File: config.mk
export PLATFORM = sky130hd
export DESIGN_NAME = send_queue
export DESIGN_NICKNAME = d
export VERILOG_FILES = /design/src/rtl/xctcmsg_pkg.sv /design/src/rtl/xctcmsg_fifo.sv /design/src/rtl/send_queue.sv
export SDC_FILE = /design/constraint.sdc
export NUM_CORES = 1
export LEC_CHECK = 0
export ABC_AREA = 1
export CAP_MARGIN = 30
export CORE_MARGIN = 3
export CORE_UTILIZATION = 50
export DETAILED_ROUTE_END_ITERATION = 10
export GPL_TIMING_DRIVEN = 0
export PLACE_DENSITY = 0.72
export SLEW_MARGIN = 20
export SYNTH_ARGS = -nofsm -noshare
export SYNTH_HDL_FRONTEND = slang
export SYNTH_HIERARCHICAL = 1
export SYNTH_SLANG_ARGS = --single-unit
export TNS_END_PERCENT = 50
File: constraint.sdc
create_clock -name clk -period 5.1 [get_ports clk]
set_clock_uncertainty 0.2 [all_clocks]
set_input_delay 0.765 -clock clk [delete_from_list [all_inputs] [get_ports clk]]
set_output_delay 0.765 -clock clk [all_outputs]
set_load 0.05 [all_outputs]
File: src/rtl/xctcmsg_pkg.sv
// Shared message types and default sizes for the message pipeline queues.
package xctcmsg_pkg;

    localparam int SEND_QUEUE_DEPTH = 4;

    typedef struct packed {
        logic [15:0] addr;
        logic [31:0] payload;
        logic [7:0]  opcode;
    } xctcmsg_t;

    // Message plus the passthrough tag carried alongside it to the postoffice.
    typedef struct packed {
        xctcmsg_t    msg;
        logic [7:0]  tag;
    } send_queue_data_t;

endpackage

File: src/rtl/xctcmsg_fifo.sv
// Generic circular FIFO: storage array plus wrap-bit read/write pointers.
// Handshake gating lives in the wrappers; enq/deq here are already qualified.
module xctcmsg_fifo #(
    parameter int DATA_W  = 8,
    parameter int DEPTH   = 4,
    parameter int COUNT_W = $clog2(DEPTH) + 1
) (
    input  logic               clk,
    input  logic               rst,
    input  logic               flush,
    input  logic               enq,
    input  logic               deq,
    input  logic [DATA_W-1:0]  wr_data,
    output logic [DATA_W-1:0]  rd_data,
    output logic               empty,
    output logic               full,
    output logic [COUNT_W-1:0] count
);

    localparam int IDX_W = $clog2(DEPTH);

    logic [DATA_W-1:0]  mem [DEPTH];
    logic [COUNT_W-1:0] rd_ptr;
    logic [COUNT_W-1:0] wr_ptr;

    // Pointer update; reset and flush both discard everything.
    always_ff @(posedge clk) begin
        if (rst || flush) begin
            rd_ptr <= '0;
            wr_ptr <= '0;
        end else begin
            if (enq) wr_ptr <= wr_ptr + COUNT_W'(1);
            if (deq) rd_ptr <= rd_ptr + COUNT_W'(1);
        end
    end

    // Storage write; contents are deliberately not reset.
    always_ff @(posedge clk) begin
        if (enq && !rst && !flush) mem[wr_ptr[IDX_W-1:0]] <= wr_data;
    end

    assign rd_data = mem[rd_ptr[IDX_W-1:0]];
    assign empty   = (rd_ptr == wr_ptr);
    assign full    = (rd_ptr[IDX_W-1:0] == wr_ptr[IDX_W-1:0]) &&
                     (rd_ptr[IDX_W] != wr_ptr[IDX_W]);
    assign count   = wr_ptr - rd_ptr;

endmodule

File: src/rtl/send_queue.sv
// Send queue between issue and postoffice: typed wrapper around the generic
// FIFO adding ready/valid gating. Ready may follow postoffice ready so a full
// queue can take an entry in the same cycle its head leaves.
module send_queue
    import xctcmsg_pkg::*;
#(
    parameter int DEPTH   = SEND_QUEUE_DEPTH,
    parameter int COUNT_W = $clog2(DEPTH) + 1
) (
    input  logic                                clk,
    input  logic                                rst,
    input  logic                                flush,
    input  logic                                issue_send_queue_valid,
    output logic                                send_queue_issue_ready,
    input  logic [$bits(send_queue_data_t)-1:0] issue_send_queue_data,
    output logic                                send_queue_postoffice_valid,
    input  logic                                postoffice_send_queue_ready,
    output logic [$bits(send_queue_data_t)-1:0] send_queue_postoffice_data,
    output logic [COUNT_W-1:0]                  send_queue_count,
    output logic                                send_queue_empty
);

    localparam int DATA_W = $bits(send_queue_data_t);

    logic block;
    logic enq;
    logic deq;
    logic full;
    logic empty;

    // Reset or flush hides the head and refuses new entries in the same cycle.
    assign block = rst | flush;

    assign send_queue_postoffice_valid = !empty && !block;
    assign deq                         = send_queue_postoffice_valid && postoffice_send_queue_ready;
    assign send_queue_issue_ready      = (!full || deq) && !block;
    assign enq                         = issue_send_queue_valid && send_queue_issue_ready;
    assign send_queue_empty            = empty;

    xctcmsg_fifo #(
        .DATA_W  (DATA_W),
        .DEPTH   (DEPTH),
        .COUNT_W (COUNT_W)
    ) u_fifo (
        .clk     (clk),
        .rst     (rst),
        .flush   (flush),
        .enq     (enq),
        .deq     (deq),
        .wr_data (issue_send_queue_data),
        .rd_data (send_queue_postoffice_data),
        .empty   (empty),
        .full    (full),
        .count   (send_queue_count)
    );

    a_count_bound : assert property (@(posedge clk) disable iff (rst)
        send_queue_count <= COUNT_W'(DEPTH));

    a_no_overflow : assert property (@(posedge clk) disable iff (rst)
        !(enq && full && !deq));

    a_head_stable : assert property (@(posedge clk) disable iff (rst || flush)
        (send_queue_postoffice_valid && !postoffice_send_queue_ready)
        |=> $stable(send_queue_postoffice_data));

endmodule

==> flow_summary.ini, run 1 <==
[status]
status = finished clean

[route]
finalWirelength_um = 24360
num_vias = 7517
wl_per_cell_um = 15.62
drtIter0Drc = 509
viasPerCell = 4.822
drt-pass1-iter-count = 5
drcViolationCount = 0
ant_nets = 0

[synthesis]
synth_xor_area_share_pct = 0
synth-edff-count = 256
synth_most_common_cell = nand2_1
synth-seq-cells = 264
synthTopCellsByArea = edfxtp_1 (68%), nand2_1 (11%), inv_1 (9.1%)
synthTopCellsByCount = nand2_1 (333), inv_1 (273), edfxtp_1 (256), nand3_1 (131), buf_2 (22)
synthAdderAreaFrac_pct = 0.9560
syn_inst = 1080
synth_area_um2 = 11260
synth_top_cell_area_share_pct = 68.30
async_reset_ff_share_pct = 0
synth_top_family_by_area = simple AND/OR/NAND/NOR gates
yosys-mux-area-fraction_pct = 0
syn_nets = 1157
yosysWarnings = 6
synth_compound_area_share_pct = 0.3891
avgSynthCellArea_um2 = 10.42
ys_seq_area_share_pct = 69.72
synthSimpleGateAreaFrac_pct = 17.72
synth_top_area_cell = edfxtp_1
ys_types = 20
synth_flop_cell = edfxtp_1

[die]
fp.coreArea_um2 = 21960
io_pins = 139
initial_core_util_pct = 51.26
dieWidth_um = 156.0
num_rows = 54
die_h_um = 156.0
fp.dieArea_um2 = 24350

[worst_setup_path]
start_kind = flop
rrSetupSlack_ns = 2.00
r2r_end = u_fifo/mem[1][37]$_DFFE_PP_
arrival_ns = 2.64
cp_max_fo = 10
crit_required_ns = 4.14
reg2regPathDepth = 11
crit_path_end_kind = primary output
reg2reg_from = u_fifo/wr_ptr[0]$_SDFFE_PP0P_
worst-setup-path-type = reg -> out

[pwr]
internal_power_uw = 3628
leakagePower_uw = 0.006201
vdd_ir_drop_max_uv = 261.2
switching_share_pct = 19.54
p_seq_share_pct = 52.9
pwr-share-comb_pct = 3.7
total_power_uw = 4509
power_density_nw_per_um2 = 317.9
power.switching_uw = 881.2
p_clk_share_pct = 43.4

[grt]
grt_pass1_wl_um = 38000
grt_antenna_before_repair = 1
grt_pass1_vias = 7581
grt_overflow = 0
grt_max_degree = 23
grt.total_usage_pct = 19.77

[clock_network]
postCtsSetupRepairBufs = 0
clock-sinks = 264
cts_buffer_depth = 3
hold_buffers = 0
numCtsBuffers = 27
cts_root_buf = clkbuf_16
cts.clk_slew.worst_paths_ns = 0.06
cts_resized = 0
cts_tree = yes
htreeDepth = 1
clock_latency_ns = 0.52

[hold_path]
hp-start = u_fifo/rd_ptr[1]$_SDFFE_PP0P_
min_path_cells = 2
min_path_type = reg -> reg
whs_endpoint = u_fifo/rd_ptr[1]$_SDFFE_PP0P_

[final_layout]
nFillCells = 1643
syn_to_final_growth_pct = 26.02
utilization_pct = 64.60
nNetsFinal = 1336
drive_gt1_share_pct = 7.584
antenna-diode-count = 0

[sta]
setup_viol = 0
layout_setup_ws_ns = 1.491
tightestPinTransition_ns = 0.6193
timing.fmax_mhz = 277.1
fin_crit_sh_pct = 70.76
rsz0062_at_grt = no
slew_viol_final = 0
maxSlewHeadroom_pct = 58.59
min_period_ns = 3.609
hold_viol = 0

[placed_design]
dp_hpwl_um = 15950
post-place-ws_ns = 1.608
gp_congestion = 0.7418
io_buffer_count = 138

[flow_run]
cap_viol_max_count = 0
==> registers in the layout, indices dropped and copies added, names as in the netlist, named ones only <==
| signal | flops |
|---|---|
| u_fifo/mem | 256 |
| u_fifo/wr_ptr | 3 |
| u_fifo/rd_ptr | 3 |
==> cell type report <==
cell class | instances | area (µm²) | share of cell area [%]
Timing Repair Buffer | 150 | 1659 | 11.70
Tap cell | 280 | 350.3 | 2.470
Buffer | 41 | 230.2 | 1.623
Clock buffer | 29 | 683.2 | 4.816
Multi-Input combinational cell | 500 | 2176 | 15.34
Sequential cell | 264 | 7848 | 55.32
Inverter | 275 | 1032 | 7.277
Clock inverter | 20 | 206.4 | 1.455
==> worst max-delay path: stages (launching register included) <==
cell	delay (ns)
dfxtp_1	0.31
inv_2	0.24
clkbuf_1	0.48
nand3_1	0.16
nand2_1	0.13
clkdlybuf4s50_1	0.81
==> logic make-up after synthesis <==
logic type / after synthesis
adders and majority gates: 8
DFF: 264
buffers and inverters: 316
AOI/OAI and AO/OA: 8
and+or+nand+nor: 484
==> per-stage QoR <==
step | instance area, µm² | TNS [ns] | std cells | hold WS [ns]
3_5_place_dp | 13300 | 0 | 1510 | 0.3065
2_1_floorplan | 11260 | 0 | 1080 | 0.2782
3_3_place_gp | 12990 | -576.05 | 1498 | 0.3083
5_1_grt | 14180 | 0 | 1559 | 0.3688
6_report | 14180 | 0 | 1559 | 0.3089
4_1_cts | 14180 | 0 | 1559 | 0.3149
==> routing by layer <==
metal	up-vias	GRT usage [%]	wire length, µm
met5	-	0	20
met4	2	5.046	446
li1	3732	-	-
met2	231	34.56	12180
met1	3507	25.49	10060
met3	45	3.883	1654
==> power groups by stage <==
stage	clock, µW	combinational [µW]	sequential [µW]
floorplan	0	60.9	2430
global placement	0	160	2430
detailed placement	0	167	2430
CTS	1990	168	2390
global route	2100	178	2390
finish	1960	166	2390
==> placed cells by master, fill, tap and decap left out, drive strengths merged <==
cell type	count
buf	49
inv	276
clkbuf	33
nand2	333
ha	7
nand3b	1
nor3	1
fa	1
edfxtp	256
a21oi	5
nor2	17
clkinv	11
o21ai	3
nand3	132
dfxtp	8
bufinv	4
clkdlybuf4s50	138
clkinvlp	4
==> worst max-delay path by stage <==
stage	start	end	slack (ns)	cells after the start
6_report	flop	send_queue_postoffice_data[21]	1.49	5
2_1_floorplan	u_fifo/wr_ptr[0]$_SDFFE_PP0P_	u_fifo/mem[0][0]$_DFFE_PP_	0.1	9
3_3_place_gp	flush	u_fifo/mem[3][35]$_DFFE_PP_	-2.31	6
3_5_place_dp	flush	u_fifo/mem[1][39]$_DFFE_PP_	1.61	8
5_1_grt	flop	send_queue_postoffice_data[42]	1.37	5
4_1_cts	flop	send_queue_postoffice_data[14]	1.49	5
Note: power is estimated with default switching activity, not from simulation.
==> run 2, diff against run 1 <==
==> constraint.sdc (replaced) <==
create_clock -name clk -period 3.5 [get_ports clk]
set_clock_uncertainty 0.2 [all_clocks]
set_input_delay 0.525 -clock clk [delete_from_list [all_inputs] [get_ports clk]]
set_output_delay 0.525 -clock clk [all_outputs]
set_load 0.05 [all_outputs]
==> flow_summary.ini, run 2 (same netlist as run 1, synthesis figures left out) <==
[hold_path]
whs_endpoint = u_fifo/rd_ptr[1]$_SDFFE_PP0P_
min_path_cells = 2
min_path_type = reg -> reg
hp-start = u_fifo/rd_ptr[1]$_SDFFE_PP0P_

[final_layout]
drive_gt1_share_pct = 6.969
nNetsFinal = 1334
final_common_cell = nand2_1
final_cell_mix = nand2_1 (333), inv_1 (273), edfxtp_1 (256)
fin_cells = 1557
antenna-diode-count = 0
syn_to_final_growth_pct = 25.29
largest_reg_flops = 256
utilization_pct = 64.22

[sta]
tns_ns = 0
maxSlewHeadroom_pct = 47.58
slew_viol_final = 0
min_period_ns = 3.361
setup_viol = 0
fin_crit_sh_pct = 96.04
hold_viol = 0
tightestPinTransition_ns = 0.7845
layout_setup_ws_ns = 0.1385
rsz0062_at_grt = no
timing.fmax_mhz = 297.5

[clock_network]
clock-sinks = 264
hold_buffers = 0
cts_root_buf = clkbuf_16
cts_resized = 0
cts_buffer_depth = 3
postCtsSetupRepairBufs = 0
cts_tree = yes
clock_latency_ns = 0.51
htreeDepth = 1
numCtsBuffers = 27
cts.clk_slew.worst_paths_ns = 0.06

[placed_design]
gp_congestion = 0.7512
dp_hpwl_um = 15130
post-place-ws_ns = 0.1594
dp_cells = 1508
io_buffer_count = 138

[worst_setup_path]
reg2reg_from = u_fifo/wr_ptr[0]$_SDFFE_PP0P_
worst-setup-path-type = reg -> out
arrival_ns = 2.64
start_kind = flop
crit_path_end_kind = primary output
r2r_end = u_fifo/mem[0][37]$_DFFE_PP_
crit_required_ns = 2.77
reg2regPathDepth = 12
cp_max_fo = 10
rrSetupSlack_ns = 0.30

[pwr]
power_density_nw_per_um2 = 458.4
leakagePower_uw = 0.006165
vdd_ir_drop_max_uv = 397.2
total_power_uw = 6464

[grt]
grt_overflow = 0
grt_max_degree = 24
grt_antenna_before_repair = 0
grt_pass1_wl_um = 37400
grt_pass1_vias = 7679
grt.total_usage_pct = 19.58

[route]
wl_met1_um = 9841
wl_per_cell_um = 15.15
ant_nets = 0
drtIter0Drc = 393
finalWirelength_um = 23600
highest_layer = met4
dr_wl_met3_um = 1252
num_vias = 7447
viasPerCell = 4.783
drcViolationCount = 0
wl_met2_um = 11980
drt-pass1-iter-count = 4

[die]
dieWidth_um = 156.0
num_rows = 54
die_h_um = 156.0
io_pins = 139
fp.coreArea_um2 = 21960
initial_core_util_pct = 51.26
fp.dieArea_um2 = 24350

[flow_run]
cap_viol_max_count = 0

[status]
status = finished clean
[run 2: cell types whose count changed in the layout (fill, tap and decap cells not counted), sizes merged]
cell / before / now
clkinvlp: 4 / 2
buf: 49 / 47
bufinv: 4 / 3
clkbuf: 33 / 36
[run 2: cell type report]
| type | instances | area, µm² |
|---|---|---|
| Buffer | 41 | 230.2 |
| Clock buffer | 32 | 694.4 |
| Clock inverter | 17 | 160.2 |
| Fill cell | 1678 | 7856 |
| Inverter | 275 | 1032 |
| Multi-Input combinational cell | 500 | 2176 |
| Sequential cell | 264 | 7848 |
| Tap cell | 280 | 350.3 |
| Timing Repair Buffer | 148 | 1612 |
[run 2: stage by stage]
stage | hold WS [ns] | instance area, µm²
4_1_cts | 0.3184 | 14100
5_1_grt | 0.3746 | 14100
3_3_place_gp | 0.3003 | 13000
3_5_place_dp | 0.3054 | 13250
2_1_floorplan | 0.2782 | 11270
6_report | 0.3195 | 14100
[run 2: where the power goes]
| group | leakage, µW | switching, µW | internal [µW] | total [µW] |
|---|---|---|---|---|
| Sequential | 0.00237 | 3.11 | 3480 | 3480 |
| Combinational | 0.00339 | 133 | 108 | 241 |
| Clock | 0.000409 | 1110 | 1630 | 2740 |
[run 2: critical path: stages, from the launching register on]
cell             delay (ns)
dfxtp_1                0.31
inv_2                  0.22
clkbuf_1               0.51
nand3_1                0.16
nand2_1                0.10
clkdlybuf4s50_1        0.80
[run 2: how the worst max path moves through the flow]
| stage | slack [ns] | to | depth (start not counted) | from |
|---|---|---|---|---|
| final | 0.14 | send_queue_postoffice_data[34] | 5 | flop |
| after global routing | 0.02 | send_queue_postoffice_data[34] | 5 | flop |
| after CTS | 0.12 | send_queue_postoffice_data[25] | 5 | flop |
| after detailed placement | 0.16 | u_fifo/mem[0][41]$_DFFE_PP_ | 9 | flush |
| after global placement | -1.78 | u_fifo/mem[2][35]$_DFFE_PP_ | 6 | flush |
| after floorplan | -0.48 | u_fifo/mem[0][0]$_DFFE_PP_ | 9 | u_fifo/wr_ptr[0]$_SDFFE_PP0P_ |
[run 2: layer usage]
layer | vias up | track usage, %
li1 | 3712 | -
met1 | 3510 | 24.46
met2 | 178 | 35.13
met3 | 47 | 3.329
met4 | 0 | 5.719
met5 | - | 0
